File: src/rtl/slink_int_gpio_irq_ctrl_if.sv
// Software-facing register bus of the S-Link interrupt controller: the
// configuration and clear strobe written by the CPU side, and the status and
// interrupt request returned by the controller.
interface slink_int_gpio_irq_ctrl_if #(
  parameter int NUM_INTS      = 16,
  parameter int HOLDOFF_WIDTH = 8
);
  localparam int ID_WIDTH = (NUM_INTS > 1) ? $clog2(NUM_INTS) : 1;

  logic [NUM_INTS-1:0]      swi_int_mode;
  logic [NUM_INTS-1:0]      swi_int_mask;
  logic [HOLDOFF_WIDTH-1:0] swi_holdoff;
  logic                     clr_valid;
  logic [NUM_INTS-1:0]      clr_mask;
  logic [NUM_INTS-1:0]      pending;
  logic [NUM_INTS-1:0]      overflow;
  logic                     irq;
  logic [ID_WIDTH-1:0]      irq_id;

  // CPU / register-file side
  modport master (
    output swi_int_mode, swi_int_mask, swi_holdoff, clr_valid, clr_mask,
    input  pending, overflow, irq, irq_id
  );

  // Interrupt controller side
  modport slave (
    input  swi_int_mode, swi_int_mask, swi_holdoff, clr_valid, clr_mask,
    output pending, overflow, irq, irq_id
  );
endinterface

File: src/rtl/slink_int_gpio_irq_ctrl.sv
// Receive-side interrupt controller of the S-Link interrupt/GPIO bridge.
// Latches the remote interrupt vector into a pending register (per-bit edge or
// level mode), tracks sticky overflow for edge sources, and drives a single
// masked, hold-off-coalesced irq plus the lowest pending masked ID.
module slink_int_gpio_irq_ctrl #(
  parameter int NUM_INTS      = 16,
  parameter int HOLDOFF_WIDTH = 8
) (
  input  logic                app_clk,
  input  logic                app_reset_n,
  input  logic                enable,
  input  logic [NUM_INTS-1:0] i_interrupt,
  slink_int_gpio_irq_ctrl_if.slave bus
);

  localparam int ID_WIDTH = (NUM_INTS > 1) ? $clog2(NUM_INTS) : 1;

  if ((NUM_INTS % 8) != 0 || NUM_INTS < 8) begin : g_bad_num_ints
    $error("NUM_INTS must be a non-zero multiple of 8");
  end

  typedef enum logic [1:0] {
    IDLE    = 2'd0,
    HOLDOFF = 2'd1,
    ASSERT  = 2'd2
  } state_t;

  logic [NUM_INTS-1:0]      prev_q;
  logic [NUM_INTS-1:0]      pending_q;
  logic [NUM_INTS-1:0]      overflow_q;
  logic [NUM_INTS-1:0]      edge_evt;
  logic [NUM_INTS-1:0]      level_evt;
  logic [NUM_INTS-1:0]      evt;
  logic [NUM_INTS-1:0]      clr;
  logic [NUM_INTS-1:0]      masked;
  logic                     active;
  logic [HOLDOFF_WIDTH-1:0] cnt_q;
  logic [HOLDOFF_WIDTH-1:0] cnt_d;
  state_t                   state_q;
  state_t                   state_d;
  logic [ID_WIDTH-1:0]      id_enc;

  // Event detection: rising edges for edge-mode bits, high level otherwise.
  assign edge_evt  = bus.swi_int_mode & i_interrupt & ~prev_q;
  assign level_evt = ~bus.swi_int_mode & i_interrupt;
  assign evt       = edge_evt | level_evt;
  assign clr       = bus.clr_valid ? bus.clr_mask : '0;
  assign masked    = pending_q & bus.swi_int_mask;
  assign active    = |masked;

  // Previous-cycle input copy; keeps tracking while disabled so that a line
  // already high when enable rises is not mistaken for an edge.
  // NOTE: clocked state uses non-blocking (<=) so every flop samples the
  // pre-edge values of the others; blocking here would create order races.
  always_ff @(posedge app_clk or negedge app_reset_n) begin
    if (!app_reset_n) prev_q <= '0;
    else              prev_q <= i_interrupt;
  end

  // Pending and sticky overflow; a set in the same cycle as its clear wins.
  always_ff @(posedge app_clk or negedge app_reset_n) begin
    if (!app_reset_n) begin
      pending_q  <= '0;
      overflow_q <= '0;
    end else if (!enable) begin
      pending_q  <= '0;
      overflow_q <= '0;
    end else begin
      pending_q  <= (pending_q & ~clr) | evt;
      overflow_q <= (overflow_q & ~clr) | (edge_evt & pending_q & ~clr);
    end
  end

  // Coalescing FSM state and hold-off counter registers.
  always_ff @(posedge app_clk or negedge app_reset_n) begin
    if (!app_reset_n) begin
      state_q <= IDLE;
      cnt_q   <= '0;
    end else begin
      state_q <= state_d;
      cnt_q   <= cnt_d;
    end
  end

  // Next-state logic; swi_holdoff is only sampled when leaving IDLE.
  // NOTE: every output of this block is given a default before the case, so
  // no path leaves a variable unassigned and no latch is inferred.
  always_comb begin
    state_d = state_q;
    cnt_d   = cnt_q;
    if (!enable) begin
      state_d = IDLE;
      cnt_d   = '0;
    end else begin
      unique case (state_q)
        IDLE: begin
          if (active) begin
            if (bus.swi_holdoff == '0) begin
              state_d = ASSERT;
            end else begin
              cnt_d   = bus.swi_holdoff;
              state_d = HOLDOFF;
            end
          end
        end
        HOLDOFF: begin
          if (!active)                             state_d = IDLE;
          else if (cnt_q == HOLDOFF_WIDTH'(1))     state_d = ASSERT;
          else                                     cnt_d   = cnt_q - HOLDOFF_WIDTH'(1);
        end
        ASSERT: begin
          if (!active) state_d = IDLE;
        end
        default: begin
          state_d = IDLE;
          cnt_d   = '0;
        end
      endcase
    end
  end

  // Lowest-index priority encode of the masked pending bits; 0 when none.
  always_comb begin
    id_enc = '0;
    for (int i = NUM_INTS - 1; i >= 0; i--) begin
      if (masked[i]) id_enc = ID_WIDTH'(i);
    end
  end

  assign bus.pending  = pending_q;
  assign bus.overflow = overflow_q;
  assign bus.irq      = (state_q == ASSERT);
  assign bus.irq_id   = id_enc;

endmodule

File: src/flat_wrapper.sv
// flat-port wrapper written by rule: the top's interface ports become plain ports
module slink_int_gpio_irq_ctrl_flat 
#(
  parameter int NUM_INTS      = 16,
  parameter int HOLDOFF_WIDTH = 8
)
  (app_clk, app_reset_n, enable, i_interrupt, bus_swi_int_mode, bus_swi_int_mask, bus_swi_holdoff, bus_clr_valid, bus_clr_mask, bus_pending, bus_overflow, bus_irq, bus_irq_id);
  slink_int_gpio_irq_ctrl_if #(.NUM_INTS(NUM_INTS), .HOLDOFF_WIDTH(HOLDOFF_WIDTH)) bus_i ();
  input  logic app_clk;
  input  logic app_reset_n;
  input  logic enable;
  input  logic [NUM_INTS-1:0] i_interrupt;
  input wire logic [$bits(bus_i.swi_int_mode)-1:0] bus_swi_int_mode;
  input wire logic [$bits(bus_i.swi_int_mask)-1:0] bus_swi_int_mask;
  input wire logic [$bits(bus_i.swi_holdoff)-1:0] bus_swi_holdoff;
  input wire logic [$bits(bus_i.clr_valid)-1:0] bus_clr_valid;
  input wire logic [$bits(bus_i.clr_mask)-1:0] bus_clr_mask;
  output wire logic [$bits(bus_i.pending)-1:0] bus_pending;
  output wire logic [$bits(bus_i.overflow)-1:0] bus_overflow;
  output wire logic [$bits(bus_i.irq)-1:0] bus_irq;
  output wire logic [$bits(bus_i.irq_id)-1:0] bus_irq_id;
  assign bus_i.swi_int_mode = bus_swi_int_mode;
  assign bus_i.swi_int_mask = bus_swi_int_mask;
  assign bus_i.swi_holdoff = bus_swi_holdoff;
  assign bus_i.clr_valid = bus_clr_valid;
  assign bus_i.clr_mask = bus_clr_mask;
  assign bus_pending = bus_i.pending;
  assign bus_overflow = bus_i.overflow;
  assign bus_irq = bus_i.irq;
  assign bus_irq_id = bus_i.irq_id;
  slink_int_gpio_irq_ctrl #(.NUM_INTS(NUM_INTS), .HOLDOFF_WIDTH(HOLDOFF_WIDTH)) u_core (.app_clk(app_clk), .app_reset_n(app_reset_n), .enable(enable), .i_interrupt(i_interrupt), .bus(bus_i));
endmodule
File: config.mk
export PLATFORM = sky130hd
export DESIGN_NAME = slink_int_gpio_irq_ctrl_flat
export DESIGN_NICKNAME = d
export VERILOG_FILES = /design/src/rtl/slink_int_gpio_irq_ctrl_if.sv /design/src/rtl/slink_int_gpio_irq_ctrl.sv /design/src/flat_wrapper.sv
export SDC_FILE = /design/constraint.sdc
export NUM_CORES = 1
export LEC_CHECK = 0
export ABC_AREA = 0
export CAP_MARGIN = 30
export CORE_ASPECT_RATIO = 0.5
export CORE_MARGIN = 4
export CORE_UTILIZATION = 30
export CTS_CLUSTER_SIZE = 16
export DETAILED_ROUTE_END_ITERATION = 10
export SLEW_MARGIN = 30
export SYNTH_ARGS = -nofsm -noshare
export SYNTH_HDL_FRONTEND = slang
export SYNTH_SLANG_ARGS = --single-unit
export TNS_END_PERCENT = 30
File: constraint.sdc
create_clock -name app_clk -period 2.67 [get_ports app_clk]
set_clock_uncertainty 0.2 [all_clocks]
set_input_delay 0.267 -clock app_clk [delete_from_list [all_inputs] [get_ports app_clk]]
set_output_delay 0.267 -clock app_clk [all_outputs]
set_load 0.05 [all_outputs]
==> results of run 1 <==
## path summary, 6_finish.rpt
check	slack, ns	to	from
worst min register to register	0.29	u_core.bus.overflow[9]$_DFF_PN0_	u_core.bus.overflow[9]$_DFF_PN0_
worst min-delay path	0.23	u_core.prev_q[6]$_DFF_PN0_	app_reset_n
max in group asynchronous	1.47	u_core.bus.pending[12]$_DFF_PN0_	app_reset_n
min in group app_clk	0.24	u_core.prev_q[4]$_DFF_PN0_	i_interrupt[4]
worst max register to register	0.35	u_core.cnt_q[7]$_DFFE_PN0P_	u_core.bus.pending[14]$_DFF_PN0_
worst max-delay path	0.35	u_core.cnt_q[7]$_DFFE_PN0P_	u_core.bus.pending[14]$_DFF_PN0_
## final cells by class
type,instances,area [um2],area share [%]
Sequential cell,58,1450,32.2
Timing Repair Buffer,124,1260,27.9
Multi-Input combinational cell,224,1250,27.8
Clock buffer,11,243,5.39
Tap cell,117,146,3.25
Clock inverter,5,77.6,1.72
Inverter,20,75.1,1.67
## per-layer routing
metal / part of all wire [%] / GRT usage (%)
met2: 47 / 25.2
met4: 1.6 / 5.12
met5: 0 / 0
met1: 46 / 19.4
met3: 5.1 / 5.11
## synth_stat cells, types with 3 or more instances
cell      count  area [um2]
a31oi_1       3        18.8
nand3_1      38         190
a32o_1        4        40.0
clkbuf_1      7        26.3
nor4_1        5        31.3
dfrtp_1      58        1450
nor3_1        3        15.0
inv_1        20        75.1
a22oi_1       6        45.0
nand2_1      83         312
a22o_1        4        35.0
a41oi_1      16         140
a221o_1       5        50.1
nor2_1       22        82.6
o21ai_0       3        15.0
## flip-flops by register name (all words and copies together), names as in the netlist
name / flops
u_core.prev_q: 16
u_core.cnt_q: 8
u_core.state_q: 2
u_core.bus.overflow: 16
u_core.bus.pending: 16
## metrics by stage
stage	cells	instance area, um2
6_report	559	4500
3_3_place_gp	542	4170
2_1_floorplan	311	2820
3_5_place_dp	542	4170
4_1_cts	559	4500
5_1_grt	559	4500
## power groups by stage
stage                     sequential (mW)  combinational, mW  clock (mW)
after floorplan                      1.18              0.449           0
after global placement               1.12              0.905           0
after detailed placement             1.12              0.908           0
after CTS                            1.11              0.914        1.25
after global routing                 1.13              0.996        1.29
final                                1.11              0.908        1.23
## kinds of logic (layout without fill, tap and decap cells)
family                   Yosys count  count (layout)
flip-flops                        58              58
buffers and inverters             29             160
AO/OA/AOI/OAI                     59              59
AND/OR/NAND/NOR                  163             163
adder cells (fa/ha/maj)            2               2
==> out/results.ini, run 1 <==
[outcome]
status = finished, final reports clean

[detailed_routing]
wl_per_cell_um = 15.4
via_per_inst = 4.88
drt-pass1-iter-count = 4
drt_iter0_markers = 187
vias = 2730
remaining_drc_errors = 0
routed_wl_um = 8580
antenna_left = 0

[final_layout]
syn2layout_area_growth_pct = 59.9
final_cell_mix = clkdlybuf4s50_1 (106), nand2_1 (83), dfrtp_1 (58), nand3_1 (38), nor2_1 (22)
fin_util_pct = 50.5
layout-drive-gt1-share_pct = 8.37
nFillCells = 829
final_nets = 515
final_common_cell = clkdlybuf4s50_1
insertedDiodeCount = 0

[logic_synthesis]
synthXorXnorAreaFrac_pct = 0
ys_warn_count = 0
syn_nets = 389
avgSynthCellArea_um2 = 9.05
syn_area_um2 = 2820
synth_top_family_by_area = simple AND/OR/NAND/NOR gates
ys_types = 42
synth_compound_area_share_pct = 17.9
synth-main-ff-cell = dfrtp_1
synth_seq_cells = 58
synth_edf_count = 0
synthAdderAreaFrac_pct = 0.889
muxShareOfSynthArea_pct = 0
syn_inst = 311
synth-simple-area-share_pct = 25.6
async_flop_share_pct = 100
seq_area_frac_synth_pct = 51.6

[die]
fp.dieH_um = 76.5
start_util_pct = 31.6
coreArea_um2 = 8920
dieWidth_um = 145
io_pins = 113
num_rows = 24
die_area_um2 = 11100

[pwr]
p_per_area_nw_per_um2 = 721
p_comb_share_pct = 28.0
p_leak_nw = 2.04
p_clk_share_pct = 37.8
total_power_mw = 3.24
p_int_mw = 2.24
switchingPower_mw = 1.01
p_seq_share_pct = 34.2
switching_share_pct = 31.1
peakVddDrop_uv = 334

[global_routing]
grt_max_degree = 50
first_global_vias = 2710
grt_usage_pct = 15.5
grt_first_pass_wirelength_um = 13800
grt.overflow.total = 0
antenna_found_initial = 0

[sta]
tns_ns = 0
setup_viol = 0
slew_violations = 0
slew_headroom_pct = 60.2
min_period_ns = 2.32
hold_ws_ns = 0.230
max_freq_mhz = 431
tightest_slew_ns = 0.596
final.period_utilization_pct = 86.9
hold_violations = 0
rsz0062_at_grt = false
fin_ws_ns = 0.350

[cts]
clk_latency_ns = 0.33
post_cts_buffers = 0
ctsResizeCount = 0
htree_levels = 3
cts-root-buf = clkbuf_16
tritoncts = done
cts_max_path_buffers = 2
cts.sinks = 58
cts_hold_buf = 1
clk_pin_slew_worst_paths_ns = 0.05
cts_buffers = 9

[worst_setup_path]
worstSetupPathType = flip-flop to flip-flop
cp_cell_sequence = a22o_1, or4_4, o22ai_1, and2_1, o211ai_1
crit_fanout = 8
required_ns = 2.66
cp_top_family = simple AND/OR/NAND/NOR gates
cp-end-kind = flip-flop
start_kind = flip-flop
cp.depth = 5
cpPeakStageDelay_ns = 0.56
crit_buf_inv = 0
r2r_cells = 5
arrival_ns = 2.31
cp_slowest_cell = or4_4

[worst_hold_path]
hp-class = input pin to asynchronous set/reset pin

[placement]
place_hpwl_um = 6520
pre_cts_slack_ns = 0.116
place_congestion = 0.829
portBuffers = 112

[job]
maxCapViolCount = 0

No activity file was read; power rests on OpenSTA's default activity.
==> run 2: changes to the inputs <==
==> constraint.sdc (replaced) <==
create_clock -name app_clk -period 2.67 [get_ports app_clk]
set_clock_uncertainty 0.2 [all_clocks]
set_input_delay 0.267 -clock app_clk [delete_from_list [all_inputs] [get_ports app_clk]]
set_output_delay 0.267 -clock app_clk [all_outputs]
set_load 0.01 [all_outputs]
==> run 2 against run 1 <==
- die area unchanged
- critical path depth stayed put
- non-clock buffer count down 2
- sequential cell count unchanged
- critical endpoint is now bus_irq_id[2]
==> out/results.ini, run 2 (synthesis results as in run 1) <==
[cts]
htree_levels = 3  ; unchanged
clk_pin_slew_worst_paths_ns = 0.05  ; about the same
cts-root-buf = clkbuf_16
tritoncts = done
cts.sinks = 58  ; unchanged
clk_latency_ns = 0.33  ; about the same
cts_buffers = 9  ; unchanged
cts_max_path_buffers = 2  ; unchanged

[global_routing]
grt.overflow.total = 0  ; unchanged
grt_max_degree = 50  ; unchanged
first_global_vias = 2699  ; -0.41%
grt_first_pass_wirelength_um = 13700  ; -0.40%
antenna_found_initial = 0  ; unchanged
grt_usage_pct = 15.4  ; about the same

[pwr]
p_leak_nw = 2.02  ; -1.0%
peakVddDrop_uv = 296  ; -12%
total_power_mw = 2.97  ; -8.4%
p_per_area_nw_per_um2 = 671  ; -7.0%

[die]
die_area_um2 = 11100  ; unchanged
dieWidth_um = 145  ; unchanged
num_rows = 24  ; unchanged
start_util_pct = 31.6  ; unchanged
coreArea_um2 = 8920  ; unchanged
io_pins = 113  ; unchanged
fp.dieH_um = 76.5  ; unchanged

[sta]
hold_violations = 0  ; unchanged
max_freq_mhz = 404  ; -6.3%
min_period_ns = 2.48  ; +0.157 ns
setup_viol = 0  ; unchanged
slew_violations = 0  ; unchanged
final.period_utilization_pct = 92.8  ; +5.9 points
rsz0062_at_grt = false
tightest_slew_ns = 0.772  ; +0.177 ns
fin_ws_ns = 0.193  ; -0.157 ns
tns_ns = 0  ; unchanged
slew_headroom_pct = 48.0  ; -12 points

[placement]
pre_cts_slack_ns = 0.0699  ; -0.0457 ns
place_hpwl_um = 6480  ; -0.69%
place_area_um2 = 4110  ; -1.5%
place_congestion = 0.792  ; -4.4%
portBuffers = 112  ; unchanged

[detailed_routing]
remaining_drc_errors = 0  ; unchanged
vias = 2745  ; +0.55%
antenna_left = 0  ; unchanged
routed_wl_um = 8480  ; -1.1%
drt-pass1-iter-count = 4  ; unchanged
wl_per_cell_um = 15.2  ; -0.78%
drt_iter0_markers = 182  ; -2.7%
via_per_inst = 4.93  ; +0.91%

[worst_setup_path]
reg2reg_from = u_core.bus.pending[12]$_DFF_PN0_
startpoint = u_core.bus.pending[9]$_DFF_PN0_
cp-end-kind = output port
start_kind = flip-flop
crit_fanout = 5  ; -3
worstSetupPathType = flip-flop to output port
arrival_ns = 2.01  ; -0.30 ns
required_ns = 2.20  ; -0.46 ns

[final_layout]
syn2layout_area_growth_pct = 57.5
final_area_um2 = 4430  ; -1.5%
final_cell_mix = clkdlybuf4s50_1 (108), nand2_1 (83), dfrtp_1 (57), nand3_1 (38), nor2_1 (22)
register_area_um2 = 1450  ; about the same
insertedDiodeCount = 0  ; unchanged
fin_util_pct = 49.7  ; -0.76 points
nFillCells = 852  ; +2.8%
final_common_cell = clkdlybuf4s50_1
multi_input_area_um2 = 1260  ; +0.50%
layout-drive-gt1-share_pct = 7.73  ; -0.64 points
final_nets = 513  ; -0.39%

[outcome]
status = finished, final reports clean

[job]
maxCapViolCount = 0  ; unchanged

[worst_hold_path]
hp-class = input pin to asynchronous set/reset pin

==> run 2: layout make-up <==
cell class | count | share of cell area [%]
flip-flops and latches | 58 | 32.8
multi-input cells | 224 | 28.4
repair buffers | 122 | 27.2
clock buffers | 9 | 5.08
well taps | 117 | 3.30
inverters | 20 | 1.69
clock inverters | 7 | 1.58
==> run 2: report_power, final <==
| part | leakage, nW | internal (mW) | switching (mW) |
|---|---|---|---|
| Clock | 0.145 | 0.718 | 0.400 |
| Combinational | 1.13 | 0.375 | 0.361 |
| Sequential | 0.742 | 0.983 | 0.135 |
==> run 2: timing repair <==
action | 4_1_cts | 5_1_grt
setup endpoints to repair | 0 | 3
endpoints found under the hold margin | 18 | 0
hold buffers | 1 | 0
setup buffers | 0 | 1
resized for setup | 0 | 4
==> run 2: worst max-delay path, stage by stage, from the launching register on <==
cell	delay, ns
dfrtp_1	0.44
a22o_1	0.31
nor2_1	0.09
o21ai_0	0.09
a31oi_1	0.17
clkdlybuf4s50_1	0.57
==> run 2: final timing paths <==
kind / slack, ns / depth (start not counted) / to
min reg2reg: 0.31 / 2 / u_core.bus.overflow[0]$_DFF_PN0_
min: 0.22 / 2 / u_core.bus.overflow[7]$_DFF_PN0_
max in group asynchronous: 1.48 / 3 / u_core.cnt_q[4]$_DFFE_PN0P_
min in group app_clk: 0.24 / 1 / u_core.prev_q[12]$_DFF_PN0_
max: 0.19 / 5 / bus_irq_id[2]
max reg2reg: 0.30 / 5 / u_core.cnt_q[7]$_DFFE_PN0P_
==> run 2: stage by stage <==
step                      hold WS [ns]  cells
after global routing             0.235    557
final                            0.222    557
after floorplan                 -0.229    311
after global placement          0.0386    539
after CTS                        0.221    556
after detailed placement        0.0446    539
==> run 2: metal layers <==
| layer | GRT usage [%] | wire (um) |
|---|---|---|
| met5 | 0 | 0 |
| met4 | 5.12 | 99 |
| met3 | 4.81 | 344 |
| met2 | 25.4 | 4170 |
| met1 | 19.5 | 3870 |
==> run 3: changes to the inputs <==
--- a/config.mk
+++ b/config.mk
@@ -8,10 +8,11 @@
 export ABC_AREA = 0
 export CAP_MARGIN = 30
 export CORE_ASPECT_RATIO = 0.5
-export CORE_MARGIN = 4
+export CORE_MARGIN = 2
 export CORE_UTILIZATION = 30
 export CTS_CLUSTER_SIZE = 16
 export DETAILED_ROUTE_END_ITERATION = 10
+export GPL_TIMING_DRIVEN = 0
 export SLEW_MARGIN = 30
 export SYNTH_ARGS = -nofsm -noshare
 export SYNTH_HDL_FRONTEND = slang
==> run 3 against run 2 <==
- total power is 3.5% higher
- final cell count shrank 0.18%
- worst setup slack got worse by 0.084 ns
- die area is 7.8% lower
- clock power is 9% higher
- largest cell class unchanged
- register-to-register slack improved by 0.04 ns
- largest power group is now the clock network
- critical path type unchanged
- combinational power barely moved
- via count rose by 2.0%
- critical endpoint is now bus_irq_id[3]
- core utilization increased by 0.056 points
==> out/results.ini, run 3 (synthesis results as in run 1) <==
[outcome]
status = finished, final reports clean

[global_routing]
first_global_vias = 2766  ; +2.5%
grt_usage_pct = 17.6  ; +2.1 points
grt_first_pass_wirelength_um = 13800  ; +0.80%
grt.overflow.total = 0  ; unchanged
antenna_found_initial = 0  ; unchanged
grt_max_degree = 32  ; -36%

[detailed_routing]
routed_wl_um = 8650  ; +1.9%
remaining_drc_errors = 0  ; unchanged
wl_per_cell_um = 15.6  ; +2.1%
antenna_left = 0  ; unchanged
vias = 2799  ; +2.0%
via_per_inst = 5.03  ; +2.2%
drt-pass1-iter-count = 4  ; unchanged
drt_iter0_markers = 148  ; -19%

[die]
fp.dieH_um = 72.5  ; -5.2%
coreArea_um2 = 8920  ; unchanged
io_pins = 113  ; unchanged
start_util_pct = 31.6  ; unchanged
dieWidth_um = 141  ; -2.8%
num_rows = 24  ; unchanged
die_area_um2 = 10200  ; -7.8%

[final_layout]
layout-drive-gt1-share_pct = 6.38  ; -1.3 points
final_nets = 512  ; -0.19%
nFillCells = 862  ; +1.2%
insertedDiodeCount = 0  ; unchanged
multi_input_area_um2 = 1270  ; +1.2%
finalNonFillerCells = 556  ; -0.18%
final_cell_mix = clkdlybuf4s50_1 (107), nand2_1 (83), dfrtp_1 (57), nand3_1 (38), nor2_1 (22)
register_area_um2 = 1450  ; unchanged
final_common_cell = clkdlybuf4s50_1
syn2layout_area_growth_pct = 57.6

[placement]
dp_cells = 539  ; unchanged
place_congestion = 0.863  ; +8.9%
place_hpwl_um = 6570  ; +1.5%
portBuffers = 110  ; -1.8%
pre_cts_slack_ns = 0.103  ; +0.0335 ns

[worst_setup_path]
reg2reg_from = u_core.bus.pending[14]$_DFF_PN0_
startpoint = u_core.bus.pending[3]$_DFF_PN0_
cp-end-kind = output port
required_ns = 2.20  ; about the same
arrival_ns = 2.09  ; +0.08 ns
start_kind = flip-flop
r2r_slack_ns = 0.34  ; +0.04 ns
crit_fanout = 5  ; unchanged
worstSetupPathType = flip-flop to output port

[cts]
clk_latency_ns = 0.32  ; about the same
htree_levels = 3  ; unchanged
cts-root-buf = clkbuf_16
tritoncts = done
clk_pin_slew_worst_paths_ns = 0.05  ; about the same
cts_buffers = 9  ; unchanged
cts.sinks = 58  ; unchanged
cts_max_path_buffers = 2  ; unchanged

[sta]
final.period_utilization_pct = 95.9  ; +3.2 points
setup_viol = 0  ; unchanged
min_period_ns = 2.56  ; +0.0845 ns
rsz0062_at_grt = true
hold_violations = 0  ; unchanged
fin_ws_ns = 0.109  ; -0.0845 ns
tightest_slew_ns = 0.641  ; -0.132 ns
max_freq_mhz = 390  ; -3.3%
slew_headroom_pct = 56.9  ; +8.9 points
slew_violations = 0  ; unchanged

[worst_hold_path]
hp-class = input pin to asynchronous set/reset pin

[pwr]
p_leak_nw = 2.00  ; -1.0%
p_per_area_nw_per_um2 = 694  ; +3.4%
total_power_mw = 3.08  ; +3.5%
peakVddDrop_uv = 399  ; +35%

[job]
maxCapViolCount = 0  ; unchanged

run 3: final timing paths:
check | end | cells past startpoint
max in group asynchronous | u_core.bus.pending[3]$_DFF_PN0_ | 3
min in group app_clk | u_core.bus.pending[4]$_DFF_PN0_ | 4
setup reg to reg | u_core.cnt_q[5]$_DFFE_PN0P_ | 5
hold reg to reg | u_core.bus.overflow[2]$_DFF_PN0_ | 2
setup / recovery | bus_irq_id[3] | 4
hold / removal | u_core.prev_q[7]$_DFF_PN0_ | 2
run 3: critical path, stage by stage (launching register included):
cell and delay [ns]:
dfrtp_2 0.44, a22oi_1 0.33, nand4_1 0.28, nor2_1 0.17, clkdlybuf4s50_1 0.55
run 3: power breakdown:
part           leakage, nW  total, mW  internal (mW)  switching [mW]
sequential           0.742       1.12          0.983           0.135
combinational         1.10      0.735          0.372           0.363
clock                0.156       1.22          0.838           0.387
run 3: stage by stage:
step	hold WS, ns	area, um2	TNS [ns]	utilization [%]
floorplan	-0.229	2820	0	-
global placement	0.282	4060	-44.30	45.6
detailed placement	0.00794	4080	0	45.7
CTS	0.207	4410	0	49.5
global route	0.244	4440	-0.00885	49.8
finish	0.200	4440	0	49.8
run 3: final cells by class:
class / count / area share (%)
multi-input combinational: 224 / 28.7
clock inverter: 5 / 1.75
buffer: 9 / 0.846
sequential: 58 / 32.7
timing repair buffer: 112 / 25.5
tap: 117 / 3.30
clock buffer: 11 / 5.47
inverter: 20 / 1.69
run 3: timing repair:
item / CTS / global route
hold buffers: 1 / 0
hold endpoints to repair: 56 / 0
resized for setup: 0 / 7
endpoints found under the setup margin: 0 / 3
setup buffers: 0 / 0
run 3: per-layer routing:
| layer | track usage (%) | share of wire, % |
|---|---|---|
| met1 | 22.6 | 46 |
| met2 | 29.3 | 48 |
| met3 | 4.88 | 3.9 |
| met4 | 5.33 | 1.5 |
| met5 | 0 | 0 |
